File: config.mk
export PLATFORM = sky130hd
export DESIGN_NAME = instruction_fetch
export DESIGN_NICKNAME = d
export VERILOG_FILES = /design/src/rtl/instruction_fetch.sv
export SDC_FILE = /design/constraint.sdc
export NUM_CORES = 1
export LEC_CHECK = 0
export ABC_AREA = 1
export CELL_PAD_IN_SITES_DETAIL_PLACEMENT = 0
export CELL_PAD_IN_SITES_GLOBAL_PLACEMENT = 2
export CORE_MARGIN = 2
export CORE_UTILIZATION = 25
export CTS_BUF_LIST = sky130_fd_sc_hd__clkbuf_16
export CTS_CLUSTER_SIZE = 12
export DETAILED_ROUTE_END_ITERATION = 10
export GPL_ROUTABILITY_DRIVEN = 0
export GPL_TIMING_DRIVEN = 0
export PLACE_DENSITY_LB_ADDON = 0.1
export SLEW_MARGIN = 40
export SYNTH_ARGS = -nofsm -noshare
export SYNTH_HDL_FRONTEND = slang
export SYNTH_SLANG_ARGS = --single-unit
File: constraint.sdc
create_clock -name clock -period 1.8 [get_ports clock]
set_input_delay 0.27 -clock clock [delete_from_list [all_inputs] [get_ports clock]]
set_output_delay 0.27 -clock clock [all_outputs]
set_load 0.01 [all_outputs]
File: src/rtl/instruction_fetch.sv
// Fetch stage: sequences the fetch PC, issues single-word reads to program
// memory, holds each returned instruction for decode and applies PC
// redirects from execute, including redirects that land mid-request.
//
// Handshakes: mem_read/mem_address are held stable until a cycle with
// mem_ready=1 completes the request. instruction/instruction_pc are offered
// while instruction_valid=1 and are consumed in a cycle with
// instruction_accept=1. An accept seen while instruction_valid=0 has no effect.
module instruction_fetch #(
  parameter int                       ADDRESS_WIDTH = 16,
  parameter logic [ADDRESS_WIDTH-1:0] RESET_PC      = '0
) (
  input  logic                     clock,
  input  logic                     reset,
  output logic [ADDRESS_WIDTH-1:0] mem_address,
  output logic                     mem_read,
  input  logic                     mem_ready,
  input  logic [15:0]              mem_data,
  output logic [15:0]              instruction,
  output logic [ADDRESS_WIDTH-1:0] instruction_pc,
  output logic                     instruction_valid,
  input  logic                     instruction_accept,
  input  logic                     redirect,
  input  logic [ADDRESS_WIDTH-1:0] redirect_pc,
  output logic [1:0]               state_debug
);

  typedef enum logic [1:0] {
    IDLE  = 2'd0,
    FETCH = 2'd1,
    FLUSH = 2'd2,
    HOLD  = 2'd3
  } state_t;

  localparam logic [ADDRESS_WIDTH-1:0] PC_ONE = {{(ADDRESS_WIDTH-1){1'b0}}, 1'b1};

  state_t                     state_q, state_d;
  logic [ADDRESS_WIDTH-1:0]   fetch_pc_q, fetch_pc_d;
  logic [ADDRESS_WIDTH-1:0]   pending_pc_q, pending_pc_d;
  logic [15:0]                instruction_q, instruction_d;
  logic [ADDRESS_WIDTH-1:0]   instruction_pc_q, instruction_pc_d;
  logic                       instruction_valid_q, instruction_valid_d;

  // Next-state and datapath update for the fetch sequencer.
  always_comb begin
    state_d             = state_q;
    fetch_pc_d          = fetch_pc_q;
    pending_pc_d        = pending_pc_q;
    instruction_d       = instruction_q;
    instruction_pc_d    = instruction_pc_q;
    instruction_valid_d = instruction_valid_q;
    case (state_q)
      IDLE: begin
        state_d = FETCH;
        if (redirect) fetch_pc_d = redirect_pc;
      end
      FETCH: begin
        if (mem_ready) begin
          if (redirect) begin
            // Returned word belongs to the old path; drop it and refetch.
            fetch_pc_d = redirect_pc;
          end else begin
            instruction_d       = mem_data;
            instruction_pc_d    = fetch_pc_q;
            instruction_valid_d = 1'b1;
            fetch_pc_d          = fetch_pc_q + PC_ONE;
            state_d             = HOLD;
          end
        end else if (redirect) begin
          // Address must stay put until memory answers, so park the target.
          pending_pc_d = redirect_pc;
          state_d      = FLUSH;
        end
      end
      FLUSH: begin
        if (mem_ready) begin
          fetch_pc_d = redirect ? redirect_pc : pending_pc_q;
          state_d    = FETCH;
        end else if (redirect) begin
          pending_pc_d = redirect_pc;
        end
      end
      HOLD: begin
        if (redirect) begin
          // Covers both retire-then-redirect and squash of the held word.
          instruction_valid_d = 1'b0;
          fetch_pc_d          = redirect_pc;
          state_d             = FETCH;
        end else if (instruction_accept) begin
          instruction_valid_d = 1'b0;
          state_d             = FETCH;
        end
      end
      default: state_d = IDLE;
    endcase
  end

  // State registers with synchronous reset.
  always_ff @(posedge clock) begin
    if (reset) begin
      state_q             <= IDLE;
      fetch_pc_q          <= RESET_PC;
      pending_pc_q        <= RESET_PC;
      instruction_q       <= 16'h0000;
      instruction_pc_q    <= '0;
      instruction_valid_q <= 1'b0;
    end else begin
      state_q             <= state_d;
      fetch_pc_q          <= fetch_pc_d;
      pending_pc_q        <= pending_pc_d;
      instruction_q       <= instruction_d;
      instruction_pc_q    <= instruction_pc_d;
      instruction_valid_q <= instruction_valid_d;
    end
  end

  assign mem_read          = (state_q == FETCH) || (state_q == FLUSH);
  assign mem_address       = fetch_pc_q;
  assign instruction       = instruction_q;
  assign instruction_pc    = instruction_pc_q;
  assign instruction_valid = instruction_valid_q;
  assign state_debug       = state_q;

endmodule

### Yosys cells after proc, flatten, opt, wreduce, memory -nomap -nowiden

Cells that the tools add are included.

| storage, ports and cells | value |
|---|---|
| register bits after elaboration | 67 |
| bits of input ports | 37 |
| output and inout bits | 52 |
| word-level logic and storage cells | 47 |

| cells by class | value |
|---|---|
| add/sub/neg operators | 1 |
| equality and inequality tests | 10 |
| multiplexer cells | 18 |
| bitwise gates (word level) | 2 |
| reductions and logical operators | 10 |

Operators by type and width:

| cell | number |
|---|---|
| 16-bit 2-to-1 mux | 5 |
| 16-bit case mux with 3 select lines | 1 |
| 16-bit by 1-bit adder with 16-bit output (second input constant) | 1 |
| 2-bit 2-to-1 mux | 6 |
| 3-bit inequality test (second input constant) | 3 |
| 2-bit case mux with 4 select lines | 1 |
| 4-bit AND reduction | 2 |
| 2-bit inequality test (second input constant) | 3 |
| 3-bit AND reduction | 2 |
| 2-bit equality test (second input constant) | 2 |
| 1-bit 2-to-1 mux | 4 |
| 2-bit OR reduction | 2 |
| 2-bit by 1-bit equality test with 1-bit output (second input constant) | 1 |
| 2-bit zero test | 1 |
| 2-bit by 1-bit inequality test with 1-bit output (second input constant) | 1 |
| 1-bit NOT | 2 |
| 1-bit case mux with 2 select lines | 1 |
| 2-bit AND reduction | 1 |
| 2-bit nonzero test | 1 |
| 1-bit logical OR | 1 |

### Depth between registers and ports, before layout

Gate-level depths: netlist (run 1).

| depth | value |
|---|---|
| depth in word-level cells | 4 |
| depth in mapped cells | 11 |
| mapped depth without buffers | 9 |

### Worst setup path after synthesis (run 1)

Ideal clock, no wire load.

| timing path | value |
|---|---|
| kind | register to register |
| start | register state_q[0], in the netlist state_debug[0] |
| end | register pending_pc_q[11] |
| library setup time | 0.128 ns |
| arrival | 1.499 ns |
| data required time | 1.672 ns |
| setup slack | 0.173 ns |
| stages on the path, launching flop included | 9 |
| buffers on the path | 2 |
| clock period less this slack | 1.627 ns |
| path through | dfxtp_1 -> inv_1 -> ha_1 -> buf_2 -> nor2_1 -> buf_2 -> nor2_1 -> a21oi_1 -> nor2_1 |

| on the way | value |
|---|---|
| longest elaborated chain between the ends | 3 |
| elaborated cells between the ends (all ways) | 4 |
| those cells by class | eq/ne (2); reduce/logical (2) |

RTL lines:

| item | line | RTL |
|---|---|---|
| from (decl) | 37 | `state_t state_q, state_d;` |
| from (signal assigned) | 108 | `state_q <= state_d;` |
| 2-bit by 1-bit equality test with 1-bit output / 2-bit equality test (equally long branches) | 52 | `case (state_q)` |
| 2-bit OR reduction (no source line) (*) | n/a |  |
| 2-bit AND reduction (no source line) (*) | n/a |  |
| to (signal assigned) | 110 | `pending_pc_q <= pending_pc_d;` |
| to (decl) | 39 | `logic [ADDRESS_WIDTH-1:0] pending_pc_q, pending_pc_d;` |

Every way passes the cells marked *; elsewhere a longest branch is shown, timed or not.
A chain may end at the register's enable or synchronous reset.

### Worst setup path in the final report (run 1)

| timing path | value |
|---|---|
| start | register fetch_pc_q[11], in the netlist mem_address[11] |
| end | output port mem_address[11] |

RTL lines:

| item | line | RTL |
|---|---|---|
| from (decl) | 38 | `logic [ADDRESS_WIDTH-1:0] fetch_pc_q, fetch_pc_d;` |
| from (signal assigned) | 109 | `fetch_pc_q <= fetch_pc_d;` |
| to (decl) | 15 | `output logic [ADDRESS_WIDTH-1:0] mem_address,` |

No word-level cell between the ends.

==> results of run 1 <==
placed cells by master, fill, tap and decap left out, types with 2 or more instances in the layout:
master           count
clkdlybuf4s50_1     86
nand3_1             15
nand2_1            126
buf_6                3
clkbuf_4             2
a21oi_2              3
nand4_1              2
clkinv_2             2
inv_1               40
inv_6                2
a21boi_0             3
o21ai_0             63
nor2_4               2
clkbuf_1             7
a21oi_1             54
ha_1                 3
clkinv_4             2
inv_2                3
dfxtp_1             66
clkbuf_16            9
o21ai_1             12
buf_4                7
buf_2                9
nor2_1              88
xor2_1               3
clkbuf_2             3
layer usage:
metal | GRT usage | wire length, um | vias up | part of all wire
li1 | - | - | 1893 | -
met1 | 0.217 | 5790 | 1591 | 0.49
met2 | 0.268 | 5370 | 83 | 0.46
met3 | 0.0321 | 471 | 11 | 0.040
met4 | 0.0480 | 127 | 0 | 0.011
met5 | 0 | 0 | - | 0
worst min-delay path by stage:
stage                                           to  cells after the start
CTS                   pending_pc_q[3]$_SDFFE_PP0P_                      2
floorplan              instruction[0]$_SDFFE_PP0P_                      2
detailed placement  instruction_valid$_SDFFE_PP0P_                      2
global route          pending_pc_q[3]$_SDFFE_PP0P_                      2
global placement    instruction_valid$_SDFFE_PP0P_                      2
finish                pending_pc_q[3]$_SDFFE_PP0P_                      2
cell families after synthesis:
family          Yosys count
compound gates          141
xor+xnor                  3
fa+ha+maj                 4
buf+inv                  72
flops                    67
simple gates            237
sequential cells by signal, indices dropped and copies added, names as in the netlist:
signal             cells
instruction           16
instruction_pc        16
instruction_valid      1
mem_address           16
pending_pc_q          16
state_debug            2
cells in the mapped netlist:
library cell  count  area (um^2)
buf_6             1         11.3
dfxtp_1          67         1340
buf_2            13         65.1
o21ai_0          65          325
nand2_1         127          477
nor2_1           89          334
inv_1            41          154
xor2_1            3         26.3
inv_2             2         7.51
o21bai_1          1         7.51
a21boi_0          3         22.5
clkbuf_2          1         5.00
o22a_1            1         8.76
buf_1             1         3.75
buf_4             3         22.5
o22ai_1           1         6.26
o21a_1            1         7.51
o21ai_1          10         50.1
a211oi_1          2         15.0
nand3_1          15         75.1
clkinv_1          1         3.75
nand4_1           2         12.5
nand3_2           1         10.0
nor2_4            2         22.5
nor3_4            1         16.3
a21oi_1          57          285
clkbuf_1          9         33.8
ha_1              4         50.1
through the flow:
step                 util  area, um^2  setup TNS, ns  hold WS (ns)  total power, mW
floorplan               -        3400              0         0.405             2.69
global placement    0.339        4490          -2.79         0.471             3.41
detailed placement  0.339        4490          -2.59         0.477             3.41
CTS                 0.361        4780              0         0.266             5.13
global route        0.365        4840         -0.124         0.315             5.45
finish              0.365        4840              0         0.267             5.10
timing repair:
| item | CTS | global route |
|---|---|---|
| setup buffers | 0 | 2 |
| hold endpoints to repair | 0 | 0 |
| resized for setup | 8 | 23 |
| endpoints found under the setup margin | 15 | 45 |
| hold buffers | 0 | 0 |
| pin swaps | 0 | 0 |
power by group through the flow:
| stage | clock (mW) | sequential [mW] | combinational [mW] |
|---|---|---|---|
| finish | 1.66 | 1.87 | 1.57 |
| global route | 1.78 | 1.90 | 1.77 |
| CTS | 1.73 | 1.87 | 1.53 |
| detailed placement | 0 | 1.90 | 1.51 |
| global placement | 0 | 1.90 | 1.52 |
| floorplan | 0 | 1.91 | 0.777 |
area by class of cell:
type,instances,share of cell area
multi-input cells,385,0.369
flip-flops and latches,67,0.277
repair buffers,89,0.182
clock buffers,9,0.0465
well taps,176,0.0455
plain buffers,28,0.0346
inverters,44,0.0341
clock inverters,7,0.0109
==> summary by stage, run 1 <==
Critical path
The maximum cell stage delay along the critical path is ~0.61 ns. The endpoint identified for the worst register-to-register timing path is mem_address[12]$_SDFFE_PP0P_. The worst register-to-register path has a depth of 10. The worst setup path is of the reg -> out kind. The setup check on the worst reg-to-reg path leaves a slack of ~0.10 ns.

The kind of capture point of the worst setup path is an output pin. The critical path goes through clkdlybuf4s50_1. Along the worst path, the maximum fanout reaches 7. The critical path ends at mem_address[11]. At the worst endpoint, the required time is about 1.5 ns. In this run the number of cells on the critical path is 1. The kind of cell adding the most delay to the critical path is buffers and inverters. The most critical setup path has its startpoint at mem_address[11]$_SDFFE_PP0P_.

For the worst setup path, the data arrival time is roughly 1.5 ns. The number of buffers and inverters on the critical path is 1. The worst setup path is launched from a flop.

The standard cell with the maximum stage delay on the critical path is clkdlybuf4s50_1. The reg-to-reg critical path startpoint is state_debug[0]$_SDFFE_PP0P_.

Cells and area
The number of diodes added for antenna fixing is 0. The filler cells instantiated in the layout total 1446. The register area is around 1300 um^2. The multi-input gate area in the final layout is roughly 1800 um^2.

The final net count is around 670. Compared with the post-synthesis result, the final layout area differs by 42.4%. In the final layout, the share of cells above drive strength 1 is 0.0874. Leaving out filler cells and counting taps, the final layout contains ~810.

Hold path
The start point of the worst hold path is reset. The kind of path behind the tightest hold check is in -> reg.

Yosys
The xor/xnor cell area share of the yosys netlist is 0.00773. The fraction of the yosys area taken by sequential cells is 0.395. The number of warnings reported in the yosys synthesis log is 0.

The total standard cell area after synthesis is 3400 um^2. The number of different library cells used by synthesis comes to 28. The net count after synthesis is roughly 570. The mux contribution to synthesized area is 0.

After synthesis, the largest family of logic cells by area is simple AND/OR/NAND/NOR gates. Of the total synthesized cell area, the portion taken by full adders, half adders and majority gates is 0.0147. The number of register bits inferred by synthesis is 67. The share of the synthesized area in compound gates (AO/OA/AOI/OAI) was 0.214. After synthesis, the mean cell area works out to 6.49 um^2. After technology mapping, the gate count stands at approximately 520. Of the total synthesized cell area, the portion taken by AND, OR, NAND and NOR gates is 0.279.

Run
The max-capacitance violation count is 0.

Timing
The worst pin sits at a relative slew slack of 0.626. The largest clock skew in the final design is 0.00616 ns. Setup repair after global routing could not meet its margin everywhere. The number of failing hold endpoints at the final stage is 0.

The worst-case setup margin in the final layout is 0.0830 ns. The number of pins with negative max-slew slack in the final report came to 0. The final period demand of the worst path is approximately 1.7 ns.

The final critical-path share of the clock period is 0.954. Setup violations remaining at the end of the flow were counted as 0. The slew at the pin closest to its max-slew limit is approximately 0.56 ns.

The highest attainable clock frequency is just under 600 MHz.

Placed design
Summed over all nets, the half-perimeter wirelength after detailed placement is approximately 8800 um. The worst setup slack after placement is -0.133 ns. Counting tap cells, the placed design contains a total of 787 instances.

Input and output buffers added on the ports amount to 87.

Routing
After detailed routing, the number of remaining DRC violations is 0. The number of optimization iterations in the first detailed-route pass is 4. The number of DRC markers in iteration 0 is between 150 and 200. The routed length per instance is around 15 um. The average vias per placed instance is around 4.4. The wire length after detailed routing is 11800 um.

The count of antenna-violating nets left after detailed routing is 0. The routed layout has between 3k and 4k vias.

GRT
The total overflow left after global routing is 0. The global routing usage summed across all routing layers is 0.163. The number of global-route vias before repair came to about 3.4k. The number of antenna violations at the first check in global routing came to 0. The maximum number of pins on one net before global-route repair is 14. The first-pass GRT wire length is 18500 um.

Pwr
Of the total power, combinational logic draws 0.309. The share of total power dissipated in sequential elements is 0.366. The internal power is around 3.3 mW. The power density relative to cell area is roughly 1100 nW/um^2.

The proportion of total power due to net switching is 0.352. Summed over all nets, the switching power comes to about 1.8 mW. Of the total power, the clock network draws 0.326. The maximum ir drop on the vdd rail is 0.345 mV. The static leakage is slightly above 2 nW.

Clock network
The clock sink total is 67. In this run the clock root is driven by a clkbuf_16. In this run, CTS created clock tree buffers numbering 9. No sink is reached through more buffers than the 2 on the longest clock path. The later pin in the worst-skew pair is clocked with a latency of around 0.34 ns. The CTS tree is built. CTS built an H-tree with a depth of 3. After clock tree synthesis, the clock-pin slew on the worst setup and hold paths is ~0.06 ns.

Die
The die extent in x is about 120 um. The floorplan step defined a die boundary enclosing 14500 um^2. The region available for standard cell placement spans ~13000 um^2. The initial utilization of the core area, before any placement, comes to 0.257. The die is about 120 um tall. Row generation in the floorplan step produced between 40 and 50 rows. During I/O placement, the number of pins put on the boundary was between 80 and 90.

Run status
The run finished with clean final reports.
No activity file was read; power rests on OpenSTA's default activity.
==> run 2, diff against run 1 <==
Settings changed: CTS_CLUSTER_DIAMETER from default to 40.
==> results of run 2 <==
Same layout as run 1: the final DEF is identical, and so are final timing and power.
==> run 3, diff against run 2 <==
Settings changed: CAP_MARGIN from default to 20.
==> results of run 3 <==
Same layout as run 1: the final DEF is identical, and so are final timing and power.
